<file path="config.mk">
export PLATFORM = sky130hd
export DESIGN_NAME = seq_pattern_tx_flat
export DESIGN_NICKNAME = d
export VERILOG_FILES = /design/src/rtl/seq_tx_pkg.sv /design/src/rtl/seq_pattern_tx_if.sv /design/src/rtl/seq_bit_counter.sv /design/src/rtl/seq_pattern_tx.sv /design/src/flat_wrapper.sv
export SDC_FILE = /design/constraint.sdc
export NUM_CORES = 1
export LEC_CHECK = 0
export CAP_MARGIN = 20
export CORE_MARGIN = 3
export CORE_UTILIZATION = 26
export DETAILED_ROUTE_END_ITERATION = 10
export GPL_ROUTABILITY_DRIVEN = 0
export SYNTH_ARGS = -nofsm -noshare
export SYNTH_HDL_FRONTEND = slang
export SYNTH_HIERARCHICAL = 1
export SYNTH_SLANG_ARGS = --single-unit
</file>
<file path="constraint.sdc">
create_clock -name clk -period 3.3 [get_ports clk]
set_input_delay 0.99 -clock clk [delete_from_list [all_inputs] [get_ports clk]]
set_output_delay 0.99 -clock clk [all_outputs]
set_load 0.01 [all_outputs]
</file>
<file path="src/rtl/seq_tx_pkg.sv">
// Shared types and constants for the serial pattern transmitter.
// Latency: n/a (types, constants and elaboration-time helpers only).
// Backpressure: n/a.
package seq_tx_pkg;

    typedef enum logic [1:0] {
        IDLE     = 2'd0,
        SHIFT    = 2'd1,
        GAP_WAIT = 2'd2,
        DONE     = 2'd3
    } state_t;

    // Width needed to hold a length in the range 0..max_len.
    function automatic int len_width(input int max_len);
        return $clog2(max_len + 1);
    endfunction

    // Width of the gap down-counter; never narrower than one bit.
    function automatic int gap_width(input int gap);
        return (gap < 1) ? 1 : $clog2(gap + 1);
    endfunction

    localparam logic RST_READY     = 1'b1;
    localparam logic RST_OUT       = 1'b0;
    localparam logic RST_OUT_VALID = 1'b0;
    localparam logic RST_DONE      = 1'b0;

endpackage

</file>
<file path="src/rtl/seq_pattern_tx_if.sv">
// Job request / serial output bundle of the pattern transmitter.
// Latency: n/a (wires only).
// Backpressure: start is only taken while ready is high.
interface seq_pattern_tx_if
    import seq_tx_pkg::*;
#(
    parameter int MAX_LEN = 8,
    parameter int REP_W   = 4,
    parameter int LEN_W   = len_width(MAX_LEN)
);
    logic               start;
    logic [MAX_LEN-1:0] pattern;
    logic [LEN_W-1:0]   len;
    logic [REP_W-1:0]   reps;
    logic               ready;
    logic               out;
    logic               out_valid;
    logic               done;

    modport master (
        output start, pattern, len, reps,
        input  ready, out, out_valid, done
    );

    modport slave (
        input  start, pattern, len, reps,
        output ready, out, out_valid, done
    );
endinterface

</file>
<file path="src/rtl/seq_bit_counter.sv">
// Loadable down-counter with a zero flag; saturates at zero.
// Latency: load/decrement visible one cycle after the edge.
// Backpressure: none; load wins over decrement.
module seq_bit_counter #(
    parameter int W = 4
) (
    input  logic         clk,
    input  logic         reset,
    input  logic         load,
    input  logic [W-1:0] load_val,
    input  logic         dec,
    output logic [W-1:0] count,
    output logic         zero
);

    // Count register: load a new value or step down toward zero.
    always_ff @(posedge clk) begin
        if (reset) begin
            count <= '0;
        end else if (load) begin
            count <= load_val;
        end else if (dec && (count != '0)) begin
            count <= count - W'(1);
        end
    end

    assign zero = (count == '0);

endmodule

</file>
<file path="src/rtl/seq_pattern_tx.sv">
// Serial pattern transmitter: sends a latched pattern MSB-first, R times, GAP idle cycles apart.
// Latency: first bit on out one cycle after accept; done one cycle after the last bit.
// Backpressure: ready low from accept through the done cycle; start is ignored meanwhile.
module seq_pattern_tx
    import seq_tx_pkg::*;
#(
    parameter int MAX_LEN = 8,
    parameter int REP_W   = 4,
    parameter int GAP     = 2
) (
    input  logic            clk,
    input  logic            reset,
    seq_pattern_tx_if.slave bus
);

    localparam int LEN_W = len_width(MAX_LEN);
    localparam int GAP_W = gap_width(GAP);
    localparam logic [GAP_W-1:0] GAP_INIT = GAP_W'((GAP > 0) ? GAP - 1 : 0);

    state_t             state;
    logic [MAX_LEN-1:0] pat_q;
    logic [LEN_W-1:0]   len_q;
    logic [REP_W-1:0]   rep_q;
    logic               ready_q;
    logic               out_q;
    logic               out_valid_q;
    logic               done_q;

    logic [LEN_W-1:0]   len_in_eff;
    logic [REP_W-1:0]   rep_in_m1;

    logic               idx_load;
    logic [LEN_W-1:0]   idx_load_val;
    logic               idx_dec;
    logic [LEN_W-1:0]   idx_cnt;
    logic               idx_zero;

    logic               gap_load;
    logic               gap_dec;
    logic [GAP_W-1:0]   gap_cnt;
    logic               gap_zero;

    // Select bit i of p through a shift so the index width never has to match.
    function automatic logic pick(input logic [MAX_LEN-1:0] p, input logic [LEN_W-1:0] i);
        logic [MAX_LEN-1:0] s;
        s = p >> i;
        return s[0];
    endfunction

    // Oversized lengths clamp to MAX_LEN; a repeat count of 0 means one pass.
    always_comb begin
        len_in_eff = (bus.len > LEN_W'(MAX_LEN)) ? LEN_W'(MAX_LEN) : bus.len;
        rep_in_m1  = (bus.reps == '0) ? '0 : bus.reps - REP_W'(1);
    end

    // Counter controls, kept in step with the FSM transitions below.
    always_comb begin
        idx_load     = 1'b0;
        idx_load_val = '0;
        idx_dec      = 1'b0;
        gap_load     = 1'b0;
        gap_dec      = 1'b0;
        case (state)
            IDLE: begin
                if (bus.start) begin
                    idx_load     = 1'b1;
                    idx_load_val = len_in_eff - LEN_W'(1);
                end
            end
            SHIFT: begin
                if (!idx_zero) begin
                    idx_dec = 1'b1;
                end else if (rep_q != '0) begin
                    idx_load     = 1'b1;
                    idx_load_val = len_q - LEN_W'(1);
                    gap_load     = (GAP > 0);
                end
            end
            GAP_WAIT: begin
                gap_dec = !gap_zero;
            end
            default: ;
        endcase
    end

    seq_bit_counter #(.W(LEN_W)) u_idx_cnt (
        .clk      (clk),
        .reset    (reset),
        .load     (idx_load),
        .load_val (idx_load_val),
        .dec      (idx_dec),
        .count    (idx_cnt),
        .zero     (idx_zero)
    );

    seq_bit_counter #(.W(GAP_W)) u_gap_cnt (
        .clk      (clk),
        .reset    (reset),
        .load     (gap_load),
        .load_val (GAP_INIT),
        .dec      (gap_dec),
        .count    (gap_cnt),
        .zero     (gap_zero)
    );

    // Main FSM; outputs are computed one edge ahead so they come straight from flops.
    always_ff @(posedge clk) begin
        if (reset) begin
            state       <= IDLE;
            pat_q       <= '0;
            len_q       <= '0;
            rep_q       <= '0;
            ready_q     <= RST_READY;
            out_q       <= RST_OUT;
            out_valid_q <= RST_OUT_VALID;
            done_q      <= RST_DONE;
        end else begin
            case (state)
                IDLE: begin
                    if (bus.start) begin
                        pat_q   <= bus.pattern;
                        len_q   <= len_in_eff;
                        rep_q   <= rep_in_m1;
                        ready_q <= 1'b0;
                        if (len_in_eff == '0) begin
                            state  <= DONE;
                            done_q <= 1'b1;
                        end else begin
                            state       <= SHIFT;
                            out_q       <= pick(bus.pattern, len_in_eff - LEN_W'(1));
                            out_valid_q <= 1'b1;
                        end
                    end
                end
                SHIFT: begin
                    if (!idx_zero) begin
                        out_q       <= pick(pat_q, idx_cnt - LEN_W'(1));
                        out_valid_q <= 1'b1;
                    end else if (rep_q == '0) begin
                        state       <= DONE;
                        out_q       <= 1'b0;
                        out_valid_q <= 1'b0;
                        done_q      <= 1'b1;
                    end else begin
                        rep_q <= rep_q - REP_W'(1);
                        if (GAP > 0) begin
                            state       <= GAP_WAIT;
                            out_q       <= 1'b0;
                            out_valid_q <= 1'b0;
                        end else begin
                            out_q       <= pick(pat_q, len_q - LEN_W'(1));
                            out_valid_q <= 1'b1;
                        end
                    end
                end
                GAP_WAIT: begin
                    if (gap_zero) begin
                        state       <= SHIFT;
                        out_q       <= pick(pat_q, idx_cnt);
                        out_valid_q <= 1'b1;
                    end
                end
                DONE: begin
                    state   <= IDLE;
                    done_q  <= 1'b0;
                    ready_q <= 1'b1;
                end
                default: state <= IDLE;
            endcase
        end
    end

    assign bus.ready     = ready_q;
    assign bus.out       = out_q;
    assign bus.out_valid = out_valid_q;
    assign bus.done      = done_q;

endmodule

</file>
<file path="src/flat_wrapper.sv">
// flat-port wrapper written by rule: the top's interface ports become plain ports
module seq_pattern_tx_flat import seq_tx_pkg::*;
#(
    parameter int MAX_LEN = 8,
    parameter int REP_W   = 4,
    parameter int GAP     = 2
)
  (clk, reset, bus_start, bus_pattern, bus_len, bus_reps, bus_ready, bus_out, bus_out_valid, bus_done);
  seq_pattern_tx_if #(.MAX_LEN(MAX_LEN), .REP_W(REP_W)) bus_i ();
  input  logic clk;
  input  logic reset;
  input wire logic [$bits(bus_i.start)-1:0] bus_start;
  input wire logic [$bits(bus_i.pattern)-1:0] bus_pattern;
  input wire logic [$bits(bus_i.len)-1:0] bus_len;
  input wire logic [$bits(bus_i.reps)-1:0] bus_reps;
  output wire logic [$bits(bus_i.ready)-1:0] bus_ready;
  output wire logic [$bits(bus_i.out)-1:0] bus_out;
  output wire logic [$bits(bus_i.out_valid)-1:0] bus_out_valid;
  output wire logic [$bits(bus_i.done)-1:0] bus_done;
  assign bus_i.start = bus_start;
  assign bus_i.pattern = bus_pattern;
  assign bus_i.len = bus_len;
  assign bus_i.reps = bus_reps;
  assign bus_ready = bus_i.ready;
  assign bus_out = bus_i.out;
  assign bus_out_valid = bus_i.out_valid;
  assign bus_done = bus_i.done;
  seq_pattern_tx #(.MAX_LEN(MAX_LEN), .REP_W(REP_W), .GAP(GAP)) u_core (.clk(clk), .reset(reset), .bus(bus_i));
endmodule
</file>
### Yosys cells after proc, flatten, opt, wreduce, memory -nomap -nowiden

Index checks and enable logic that the tools add are counted.

* add/sub/neg operators: 6
* magnitude comparators: 1
* equality and inequality tests: 10
* shift operators: 3
* multiplexer cells: 44
* reductions and logical operators: 25

Operator list (number)
* two-way mux 4 bit: 10
* right shift 8 x 4 -> 1 bit: 3
* two-way mux 1 bit: 22
* subtractor 4 x 1 -> 4 bit (second input constant): 5
* zero test 4 bit: 4
* one-hot mux 4 bit (2 select lines): 2
* nonzero test 2 bit: 5
* one-hot mux 1 bit (3 select lines): 3
* two-way mux 2 bit: 4
* != test 2 x 1 -> 1 bit (second input constant): 4
* one-hot mux 2 bit (4 select lines): 1
* AND reduction 4 bit: 2
* nonzero test 4 bit: 2
* != test 2 bit (second input constant): 3
* nonzero test 3 bit: 2
* AND reduction 5 bit: 1
* equality test 2 bit (second input constant): 2
* > comparator 4 bit (second input constant): 1
* zero test 2 bit: 2
* one-hot mux 1 bit (2 select lines): 2
* AND reduction 2 bit: 2
* AND reduction 3 bit: 1
* equality test 2 x 1 -> 1 bit (second input constant): 1
* logical AND 1 bit: 2
* other kinds (3): 3

* bits in registers: 28
* input bits: 19
* output and inout bits: 4
* word-level logic and storage cells: 100

### Logic depth before layout (Yosys ltp)

* depth in word-level cells: 7
* depth in mapped cells: 9
* gate-level depth less buffers: 9

### Modules after synthesis

The synthesis kept the hierarchy.

By module, submodules not included
* seq_pattern_tx: instances 1, cells each 184, area each 1492.7 sq um, seq. area each 440.4 sq um
* seq_bit_counter at u_core.u_idx_cnt: instances 1, cells each 29, area each 262.8 sq um, seq. area each 80.1 sq um
* seq_bit_counter at u_core.u_gap_cnt: instances 1, cells each 14, area each 126.4 sq um, seq. area each 40.0 sq um

### Least setup slack after synthesis

OpenSTA, ideal clock, no wires.

* path type: input-to-reg
* start: input bus_len[0]
* end: register u_core.out_q (netlist: u_core/bus.out)
* library setup time: 88 ps
* data arrival time: 2497 ps
* required time: 3212 ps
* slack: 714 ps
* stages: 8
* path buffers: 0
* cells stage by stage: nor2b_2 inv_2 ha_1 nor3b_1 nand2b_1 a211oi_1 nor2_1 a311oi_2

* word-level cells in the longest chain between the ends: 7
* elaborated cells between the ends (all ways): 10
* classes of those cells: 1 x add/sub; 1 x order compare; 1 x eq/ne; 1 x shift; 4 x mux; 2 x reduce/logical

Ends and longest elaborated chain
* from (decl): RTL line flat_wrapper.sv:14 `input wire logic [$bits(bus_i.len)-1:0] bus_len;`
* > comparator 4 bit: RTL line seq_pattern_tx.sv:52 `len_in_eff = (bus.len > LEN_W'(MAX_LEN)) ? LEN_W'(MAX_LEN) : bus.len;`
* two-way mux 4 bit (*): RTL line seq_pattern_tx.sv:52
* subtractor 4 x 1 -> 4 bit: RTL line seq_pattern_tx.sv:130 `out_q <= pick(bus.pattern, len_in_eff - LEN_W'(1));`
* right shift 8 x 4 -> 1 bit: RTL line seq_pattern_tx.sv:46 `s = p >> i;`
* two-way mux 1 bit: RTL line seq_pattern_tx.sv:125 `if (len_in_eff == '0) begin`
* two-way mux 1 bit: RTL line seq_pattern_tx.sv:120 `if (bus.start) begin`
* one-hot mux 1 bit (3 select lines): RTL line seq_pattern_tx.sv:118 `case (state)`
* to (signal assigned): RTL line seq_pattern_tx.sv:130
* to (signal assigned): RTL line seq_pattern_tx.sv:137 `out_q <= pick(pat_q, idx_cnt - LEN_W'(1));`
* to (signal assigned): RTL line seq_pattern_tx.sv:151 `out_q <= pick(pat_q, len_q - LEN_W'(1));`
* to (decl): RTL line seq_pattern_tx.sv:25 `logic out_q;`

Mark *: on every way between the ends. The rest lies on a longest branch, timed or not. The select of a mux whose other input is x is not followed.
A chain may end at the register's enable or synchronous reset.

### Final worst setup path

* start: input bus_len[3]
* end: register u_core.out_valid_q (netlist: u_core/bus.out_valid)

* word-level cells in the longest chain between the ends: 5

Ends and longest elaborated chain
* > comparator 4 bit: RTL line seq_pattern_tx.sv:52
* two-way mux 4 bit (*): RTL line seq_pattern_tx.sv:52
* zero test 4 bit (*): RTL line seq_pattern_tx.sv:125
* != test 2 bit (no line) (*)
* AND reduction 4 bit (no line) (*)
* to (signal assigned): RTL line seq_pattern_tx.sv:131 `out_valid_q <= 1'b1;`
* to (signal assigned): RTL line seq_pattern_tx.sv:138 `out_valid_q <= 1'b1;`
* to (signal assigned): RTL line seq_pattern_tx.sv:142 `out_valid_q <= 1'b0;`
* to (decl): RTL line seq_pattern_tx.sv:26 `logic out_valid_q;`

Mark *: on every way between the ends. The rest lies on a longest branch, timed or not.

==> flow_metrics.env <==
export IMPL_syn_area_um2=1880
export IMPL_vdd_drop_max_uv=279
export IMPL_synth_largest_area_cell="dfxtp_1"
export IMPL_hold_buffers=0
export IMPL_antenna_found_initial=0
export IMPL_outcome="completed"
export IMPL_clkLatencyLatePin_ns=0.27
export IMPL_cp_max_fo=6
export IMPL_cellPowerDensity_nw_per_um2=818
export IMPL_globalRouteOverflowTotal=0
export IMPL_synth_distinct_cells=50
export IMPL_flow_area_growth_from_synthesis_pct=21.7
export IMPL_synth_area_top_cells="dfxtp_1 (30%), ha_1 (7.3%), nand2_1 (6.6%)"
export IMPL_end_kind="flop"
export IMPL_grt_util_all_layers_pct=11.0
export IMPL_starting_density_of_the_core_pct=27.2
export IMPL_timing_final_ws_setup_ns=0.392
export IMPL_die_height_um=91.1
export IMPL_synth_enable_flop_cells=0
export IMPL_finalSetupViolCount=0
export IMPL_slew_headroom_pct=51.6
export IMPL_chipWidth_um=91.1
export IMPL_fmaxAchievable_mhz=344
export IMPL_diodes=0
export IMPL_min_period_ns=2.91
export IMPL_worst_hold_path_type="flop to flop"
export IMPL_crit_path_top_delay_cell="clkdlybuf4s50_1"
export IMPL_synthesized_netlist_net_count=257
export IMPL_yosys_warning_total=6
export IMPL_regToRegSetupSlack_ns=0.80
export IMPL_vias=1643
export IMPL_largest_net_degree_at_the_start_of_global_routing=18
export IMPL_postRouteAntennaNets=0
export IMPL_postLayoutCellArea_um2=2290
export IMPL_vias_in_the_first_global_route=1604
export IMPL_critical_path_arrival_ns=3.08
export IMPL_post_cts_resize_count=0
export IMPL_route_final_wire_length_um=4430
export IMPL_total_power_uw=1870
export IMPL_detail_route_first_pass_iterations=4
export IMPL_grt_pass1_wl_um=7670
export IMPL_postPlaceCellArea_um2=2240
export IMPL_crit_path_largest_cell_delay_ns=0.51
export IMPL_tightestPinTransition_ns=0.723
export IMPL_slew_viol_final=0
export IMPL_postCtsSetupRepairBufs=0
export IMPL_tritoncts="yes"
export IMPL_path_class="input pin to flop"
export IMPL_drt_initial_drc_count=34
export IMPL_hold_viol_final=0
export IMPL_die_area_um2=8290
export IMPL_ctsRootBufferMaster="clkbuf_8"
export IMPL_core_region_area_um2=6910
export IMPL_crit_required_ns=3.47
export IMPL_avgViaCountPerCell=4.72
export IMPL_clk_pin_slew_ns=0.09
export IMPL_drv_max_cap_violation_count=0
export IMPL_synth_seq_cells=28
export IMPL_io_buffers=22
export IMPL_post_route_drc_count=0
export IMPL_timing_hold_ws_ns=0.478
export IMPL_avgSynthCellArea_um2=8.29
export IMPL_yosysSeqAreaShare_pct=29.8
export IMPL_number_of_buffers_on_the_longest_clock_path=2
export IMPL_drive_above_1_share_pct=10.7
export IMPL_cts_sink_count=28
export IMPL_routed_wire_length_per_instance_um=12.7
export IMPL_cts_htree_levels=1
export IMPL_p_leak_uw=0.000826
export IMPL_path_cells="clkdlybuf4s50_1 -> nor2b_2 -> inv_2 -> ha_1 -> nor3b_1 -> nand2b_1 -> a211oi_1 -> buf_4 -> nor2_1 -> a311oi_1"
export IMPL_num_rows=30
export IMPL_fin_setup_tns_ns=0
export IMPL_startpoint_type="input pin"
export IMPL_layout_nets=283
export IMPL_cts_made_buffers=3
export IMPL_layout_filler_cells=764
export IMPL_preCtsSetupSlack_ns=0.0989
export IMPL_synth_largest_type_area_fraction_pct=29.8
export IMPL_post_synth_inst_count=227
export IMPL_final_setup_skew_ns=0.00542
export IMPL_synth_top_flop_cell="dfxtp_1"
export IMPL_asyncSetResetFlopFracSynth_pct=0
export IMPL_dp_hpwl_um=3540
export IMPL_grt_setup_unrepaired="false"
export IMPL_timing_final_crit_share_pct=88.1
export IMPL_io_pins=23
-- worst paths after layout --
path	from	endpoint	cells past startpoint
min reg2reg	u_core/len_q[3]	u_core/len_q[3]	2
max	bus_len[3]	u_core/bus.out_valid	10
min	u_core/len_q[3]	u_core/len_q[3]	2
max reg2reg	u_core/u_idx_cnt/count[0]	u_core/rep_q[0]	8
-- critical path, delay by kind of cell --
kind	cells	cell delay (ns)
AND/OR/NAND/NOR	4	0.58
adder cells (fa/ha/maj)	1	0.27
buffers and inverters	3	0.75
AO/OA/AOI/OAI	2	0.48
-- logic make-up after synthesis --
group | Yosys count | synth area share (%)
flip-flops | 28 | 29.8
XOR/XNOR | 6 | 3.79
other | 2 | 0.399
multiplexers | 12 | 9.64
AO/OA/AOI/OAI | 48 | 18.6
adder cells (fa/ha/maj) | 11 | 7.31
buffers and inverters | 25 | 5.05
AND/OR/NAND/NOR | 95 | 25.5
-- Yosys cell counts (2+ instances only) --
master / n
nand2b_1: 4
nor2b_2: 2
mux4_2: 2
o21ai_0: 4
ha_1: 11
mux2i_1: 5
nor3b_1: 3
dfxtp_1: 28
nand3b_1: 2
o22ai_1: 5
nand3_1: 4
clkbuf_1: 5
o211ai_1: 2
nand4b_1: 2
xnor2_1: 5
a211oi_1: 5
nor2_1: 24
mux4_1: 2
nor2b_1: 4
mux2_2: 3
a21oi_1: 15
or3_1: 2
nor3_1: 8
conb_1: 2
a311oi_1: 3
a22oi_1: 2
nand2_1: 33
inv_1: 18
-- where the power goes --
| group | total [uW] | switching (uW) | internal (uW) |
|---|---|---|---|
| Combinational | 1100 | 599 | 500 |
| Sequential | 563 | 114 | 448 |
| Clock | 212 | 105 | 107 |
| Total | 1870 | 819 | 1050 |
-- per-stage QoR --
step	cells	utilization (%)
2_1_floorplan	227	-
3_3_place_gp	344	32.4
3_5_place_dp	344	32.4
4_1_cts	348	33.2
5_1_grt	348	33.2
6_report	348	33.2
-- per-layer routing --
layer	GRT usage (%)	wire (um)	up-vias	part of all wire, %
met1	15.5	2280	770	51
met4	3.77	58	0	1.3
met2	17.5	2010	21	45
met3	0.994	81	4	1.8
met5	0	0	-	0
li1	-	-	848	-
-- sequential cells by signal, indices dropped and copies added (netlist names) --
signal and count:
u_core/len_q 4, u_core/bus.done 1, u_core/bus.out 1, u_core/state 2, u_core/u_gap_cnt/count 2, u_core/u_idx_cnt/count 4
u_core/pat_q 8, u_core/bus.ready 1, u_core/bus.out_valid 1, u_core/rep_q 4
-- area by class of cell --
| type | instances | area, um^2 | area share [%] |
|---|---|---|---|
| multi-input combinational | 174 | 1230 | 53.5 |
| sequential | 28 | 561 | 24.5 |
| timing repair buffer | 27 | 258 | 11.3 |
| tap | 96 | 120 | 5.24 |
| inverter | 19 | 71.3 | 3.11 |
| clock buffer | 4 | 55.1 | 2.40 |
-- layout by cell type (no fill, tap or decap), types with 3 or more instances in the layout --
master,instances
nand3_1,4
nor3b_1,3
clkdlybuf4s50_1,22
a21oi_1,15
clkbuf_8,4
xnor2_1,5
ha_1,11
dfxtp_1,28
inv_1,18
o22ai_1,5
nand2b_1,4
nor2_1,24
nor2b_1,4
a211oi_1,5
nand2_1,33
nor3_1,8
mux2i_1,5
mux2_2,3
o21ai_0,4
a311oi_1,3
buf_4,5
(Power assumes the default switching activity.)
==> patch 1: new RTL, same flow settings <==
The 4 states of `state_t` get a one-hot encoding in 4 bits.
--- a/src/rtl/seq_tx_pkg.sv
+++ b/src/rtl/seq_tx_pkg.sv
@@ -4,9 +4,9 @@
 package seq_tx_pkg;
 
-    typedef enum logic [1:0] {
-        IDLE     = 2'd0,
-        SHIFT    = 2'd1,
-        GAP_WAIT = 2'd2,
-        DONE     = 2'd3
+    typedef enum logic [3:0] {
+        IDLE     = 4'b0001,
+        SHIFT    = 4'b0010,
+        GAP_WAIT = 4'b0100,
+        DONE     = 4'b1000
     } state_t;
 
Behaviour: no difference found for any inputs over 10 cycles, from zero or initial values and one cycle with reset high; not proved beyond that.
==> patch 1 against the original RTL <==
  * Clock skew is 0.0033 ns higher
  * Synthesized area grew 7.2%
  * Largest cell class unchanged
  * Wire length grew 11%
  * Setup slack gained 0.16 ns
  * Count of clock-buffer cells in the layout is 1 higher
  * Final area increased by 5.4%
  * Critical path depth fell by 3
  * Sequential cell count rose by 2
  * Register-to-register slack worse by 0.14 ns
  * Cell count increased by 4.3%
Power is not compared: it rests on default switching activity, and its combinational part moved more than twofold at a synthesized area within 25%.
==> patch 1: results (changes against the original RTL) <==
| Metric | Value |
|---|---|
| Outcome | `finished, final reports clean` |
| Top_reg_cell synth | `dfxtp_1` |
| Max-slew violations | `0 (unchanged)` |
| Cell family with most CP delay | `multiplexers` |
| Slowest-stage cell, CP | `mux4_2` |
| Longest Clk Path Bufs | `2 (unchanged)` |
| Nets | `289 (+2.1%)` |
| Delay of the slowest critical-path stage | `around 0.52 ns` |
| Largest net degree at the start of global routing | `16 (-2)` |
| # fillers | `795 (+4.1%)` |
| CTS buffer count | `5 (+2)` |
| Drt pass-1 iters | `4 (unchanged)` |
| Leak Pwr | `between 0.8 and 0.9 nW` |
| CP Data Arrival Time | `2.90 ns (-0.18 ns)` |
| Worst hold path stage count | `2 (unchanged)` |
| Detailed Route Iter0 Violations | `81 (+140%)` |
| Sequential share of the synthesized area | `29.8% (about the same)` |
| Syn_area_per_cell | `8.37 µm² (+0.95%)` |
| Crit path max fanout | `3 (-3)` |
| Async SR Flop Fraction | `0% (unchanged)` |
| Clock Latency Late Sink | `between 0.2 and 0.3 ns` |
| Tot GR Track Use | `12.0% (+0.94 points)` |
| Clk root buf | `clkbuf_8` |
| Commonest cells in the netlist | `nand2_1 (34), dfxtp_1 (30), nor2_1 (20)` |
| Hpwl dp | `3700 µm (+4.5%)` |
| # H-tree levels | `2 (+1)` |
| Post-DP Area | `2330 µm² (+4.4%)` |
| Synth unique cells | `57 (+14%)` |
| Vias in the first global route | `1722 (+7.4%)` |
| Avg WL per Cell | `13.5 µm (+6.2%)` |
| Min-delay worst type | `flop to flop` |
| P_sw | `350 µW` |
| Peak VDD IR | `slightly above 0.2 mV` |
| YS warnings | `6 (unchanged)` |
| Antenna Cells | `0 (unchanged)` |
| Top post-synthesis cells by area | `dfxtp_1 (30%), nand2_1 (6.3%), mux4_2 (5.6%)` |
| Port buffer count | `22 (unchanged)` |
| First-pass GRT wire length | `8460 µm (+10%)` |
| Vias per inst | `4.91 (+4.1%)` |
| Routed Wire Length | `4900 µm (+11%)` |
| Synth Net Count | `266 (+3.5%)` |
| Layout cells sized above 1 | `12.9% (+2.2 points)` |
| Slew headroom | `62.0% (+10 points)` |
| CTS resizes | `0 (unchanged)` |
| Initial antenna violation count | `0 (unchanged)` |
| R2R depth | `9 (+1)` |
| Pre-CTS setup slack | `0.278 ns (+0.179 ns)` |
| Placed insts | `356 (+3.5%)` |
| Clock Skew | `0.00874 ns (+0.00332 ns)` |
| Multi-input logic area | `1280 µm² (+4.5%)` |
| Max reg flops | `8 (unchanged)` |
| Clk slew on worst S/H paths | `0.07 ns (-0.02 ns)` |
-- patch 1: cell count changes after synthesis, sizes merged, moves of 3 or more --
cell	before	now
nor2	24	21
nor2b	7	3
buf	1	7
mux2i	5	8
ha	11	6
nor4b	1	4
a21oi	16	19
o21ai	4	9
-- patch 1: kinds of logic (layout without fill, tap and decap cells) --
kind of cell	count (synthesis)	after routing	share of synthesized area, %
AOI/OAI and AO/OA	60	60	21.0
xor gates and xnor gates	5	5	2.17
adders and majority gates	6	6	3.72
buffers and inverters	29	52	6.70
DFF	30	30	29.8
muxes	14	14	10.1
other	2	2	0.372
and+or+nand+nor	95	95	26.2
-- patch 1: worst paths after layout --
kind                                                 from  slack [ns]                   endpoint
worst min-delay path                     u_core/bus.ready        0.45           u_core/bus.ready
worst min register to register           u_core/bus.ready        0.45           u_core/bus.ready
worst max register to register  u_core/u_idx_cnt/count[0]        0.66  u_core/u_idx_cnt/count[1]
worst max-delay path                           bus_len[3]        0.55             u_core/bus.out
-- patch 1: tightest hold or removal path, cell delays in order (launching register included) --
cell and delay (ns):
dfxtp_1 0.32, nand2_1 0.05, nand2_1 0.04
-- patch 1: routing by layer --
layer	vias to the layer above	GRT usage [%]	share of wire, %
met5	-	0	0
met2	23	19.5	48
li1	917	-	-
met3	8	2.32	2.7
met4	0	3.73	1.5
met1	836	15.8	48
-- patch 1: through the flow --
| step | power, mW | hold slack, ns |
|---|---|---|
| after floorplan | 0.682 | 0.445 |
| after global placement | 0.775 | 0.442 |
| after detailed placement | 0.782 | 0.443 |
| after CTS | 1.07 | 0.454 |
| after global routing | 1.12 | 0.488 |
| final | 1.05 | 0.449 |
-- patch 1: final cells by class --
type | count | area share, %
tap | 99 | 5.13
multi-input combinational | 182 | 53.1
clock buffer | 5 | 2.85
sequential | 30 | 24.9
inverter | 17 | 2.64
timing repair buffer | 28 | 11.0
clock inverter | 2 | 0.415
-- patch 1: power groups by stage --
stage               Sequential (mW)  Combinational [mW]  Clock [mW]
global route                  0.453               0.367       0.304
finish                        0.445               0.331       0.277
CTS                           0.445               0.331       0.291
floorplan                     0.433               0.249           0
global placement              0.452               0.323           0
detailed placement            0.452               0.329           0
==> patch 2: new RTL, config.mk and constraints unchanged <==
Made on the original files. `REP_W` is set to 4 in 3 places; all go to 5.
--- a/src/rtl/seq_pattern_tx_if.sv
+++ b/src/rtl/seq_pattern_tx_if.sv
@@ -6,5 +6,5 @@
 #(
     parameter int MAX_LEN = 8,
-    parameter int REP_W   = 4,
+    parameter int REP_W   = 5,
     parameter int LEN_W   = len_width(MAX_LEN)
 );
--- a/src/rtl/seq_pattern_tx.sv
+++ b/src/rtl/seq_pattern_tx.sv
@@ -6,5 +6,5 @@
 #(
     parameter int MAX_LEN = 8,
-    parameter int REP_W   = 4,
+    parameter int REP_W   = 5,
     parameter int GAP     = 2
 ) (
--- a/src/flat_wrapper.sv
+++ b/src/flat_wrapper.sv
@@ -3,5 +3,5 @@
 #(
     parameter int MAX_LEN = 8,
-    parameter int REP_W   = 4,
+    parameter int REP_W   = 5,
     parameter int GAP     = 2
 )
Interface: changed (resized bus_reps); port bits go from 23 to 24. No check against the original RTL was run, so the function may have changed too.
==> patch 2 against the original RTL <==
  * Non-clock buffer count increased by 2
  * Sequential cell count increased by 1
  * Sequential power increased by 1%
  * Wire length increased by 3.0%
  * Final area increased by 6.3%
  * Setup slack improved by 0.12 ns
  * Synthesized area increased by 4.1%
  * Total power increased by 2.5%
  * Critical path type unchanged
  * Critical endpoint is now u_core/bus.out
==> patch 2: results (changes against the original RTL) <==
| Metric | Value |
|---|---|
| Sequential share of the synthesized area | `29.6% (-0.14 points)` |
| Crit path max fanout | `6 (unchanged)` |
| Worst hold path stage count | `2 (unchanged)` |
| Clock Latency Late Sink | `0.29 ns (+0.02 ns)` |
| Placed insts | `359 (+4.4%)` |
| Min-delay worst type | `flop to flop` |
| Antenna Cells | `0 (unchanged)` |
| CP Data Arrival Time | `2.98 ns (-0.10 ns)` |
| Tot GR Track Use | `11.3% (+0.29 points)` |
| Peak VDD IR | `0.381 mV (+36%)` |
| Internal power | `1.12 mW (+5.9%)` |
| Vias per inst | `4.73 (+0.13%)` |
| Worst hold start | `u_core/len_q[3]` |
| YS warnings | `6 (unchanged)` |
| Drt pass-1 iters | `4 (unchanged)` |
| Routed Wire Length | `4560 µm (+3.0%)` |
| Top post-synthesis cells by area | `dfxtp_1 (30%), ha_1 (8.9%), nand2_1 (6.3%)` |
| Post CTS Setup Buffer Count | `0 (unchanged)` |
| First-pass GRT wire length | `7930 µm (+3.3%)` |
| Hpwl dp | `3570 µm (+0.85%)` |
| Clk root buf | `clkbuf_8` |
| Gate Count Post-Synth | `237 (+4.4%)` |
| Top_reg_cell synth | `dfxtp_1` |
| R2R depth | `8 (unchanged)` |
| CTS resizes | `0 (unchanged)` |
| Async SR Flop Fraction | `0% (unchanged)` |
| Nets | `301 (+6.4%)` |
| Reg2Reg Launch Point | `u_core/u_idx_cnt/count[0]` |
| Layout cells sized above 1 | `10.4% (-0.27 points)` |
| # H-tree levels | `2 (+1)` |
| Biggest registers after layout | `u_core/pat_q x8, u_core/rep_q x5` |
| Largest net degree at the start of global routing | `18 (unchanged)` |
| Fin cells | `367 (+5.5%)` |
| Flop2flop setup slack | `0.90 ns (+0.10 ns)` |
| Worst r2r dst | `u_core/u_idx_cnt/count[1]` |
| Longest Clk Path Bufs | `2 (unchanged)` |
| Clk slew on worst S/H paths | `0.07 ns (-0.02 ns)` |
| CTS buffer count | `5 (+2)` |
| Vias in the first global route | `1712 (+6.7%)` |
| Clock Skew | `0.00652 ns (+0.00110 ns)` |
| Slew headroom | `52.8% (+1.2 points)` |
| Port buffer count | `23 (+4.5%)` |
| Synth Net Count | `271 (+5.4%)` |
| Commonest cells in the netlist | `nand2_1 (33), dfxtp_1 (29), nor2_1 (23)` |
| Synth unique cells | `46 (-8.0%)` |
| Outcome | `finished, final reports clean` |
| Post-DP Area | `2330 µm² (+4.4%)` |
| Hold EP | `u_core/len_q[3]` |
| Initial antenna violation count | `0 (unchanged)` |
| Leak Pwr | `0.917 nW (+11%)` |
| Detailed Route Iter0 Violations | `49 (+44%)` |
patch 2: cell count changes in the layout (fill, tap and decap cells not counted), sizes merged, moves of 2 or more:
cell	before	now
ha	11	14
o22ai	5	8
xnor2	6	10
clkbuf	4	7
a21oi	16	18
a22oi	2	0
nor2b	7	5
a211oi	6	8
inv	19	22
patch 2: layout make-up:
class / instances / area, µm²
Clock inverter: 1 / 5.00
Tap cell: 99 / 124
Clock buffer: 7 / 96.3
Multi-Input combinational cell: 180 / 1270
Inverter: 22 / 82.6
Fill cell: 803 / 4860
Sequential cell: 29 / 581
Timing Repair Buffer: 29 / 275
patch 2: logic make-up after synthesis:
logic type	Yosys count	synth area share [%]
compound gates	49	17.6
xor+xnor	10	4.86
fa+ha+maj	14	8.95
buf+inv	28	5.37
flops	29	29.6
mux	12	9.20
other cells	2	0.384
simple gates	93	24.0
patch 2: metrics by stage:
| step | worst slack, ns | util, % | hold WS, ns |
|---|---|---|---|
| 2_1_floorplan | 0.772 | - | 0.442 |
| 3_3_place_gp | 0.294 | 32.0 | 0.456 |
| 3_5_place_dp | 0.206 | 32.0 | 0.464 |
| 4_1_cts | 0.517 | 33.4 | 0.473 |
| 5_1_grt | 0.378 | 33.4 | 0.497 |
| 6_report | 0.517 | 33.4 | 0.472 |
patch 2: power groups by stage:
stage	sequential, mW	clock [mW]	combinational (mW)
final	0.571	0.328	1.02
after global routing	0.588	0.350	1.15
after CTS	0.572	0.336	1.03
after detailed placement	0.579	0	1.02
after global placement	0.579	0	1.01
after floorplan	0.558	0	0.762
patch 2: worst max-delay path by stage:
stage	from	slack, ns	endpoint	cells past startpoint
2_1_floorplan	bus_len[0]	0.77	u_core/bus.out	8
3_3_place_gp	bus_len[3]	0.29	u_core/bus.out	8
3_5_place_dp	bus_len[3]	0.21	u_core/bus.out	8
4_1_cts	bus_len[3]	0.52	u_core/bus.out	8
5_1_grt	bus_len[3]	0.38	u_core/bus.done	8
6_report	bus_len[3]	0.52	u_core/bus.out	8
patch 2: critical path, stage by stage:
cell	delay, ns
clkdlybuf4s50_1	0.49
nand2b_1	0.23
ha_1	0.24
xnor2_2	0.23
mux4_1	0.21
nor2_1	0.05
or3_1	0.35
a311oi_2	0.19
patch 2: routing by layer:
metal  track usage, %  share of wire [%]
met1             14.8                 50
met3             2.52                2.6
met5                0                  0
met4             3.66                1.4
met2             18.4                 46
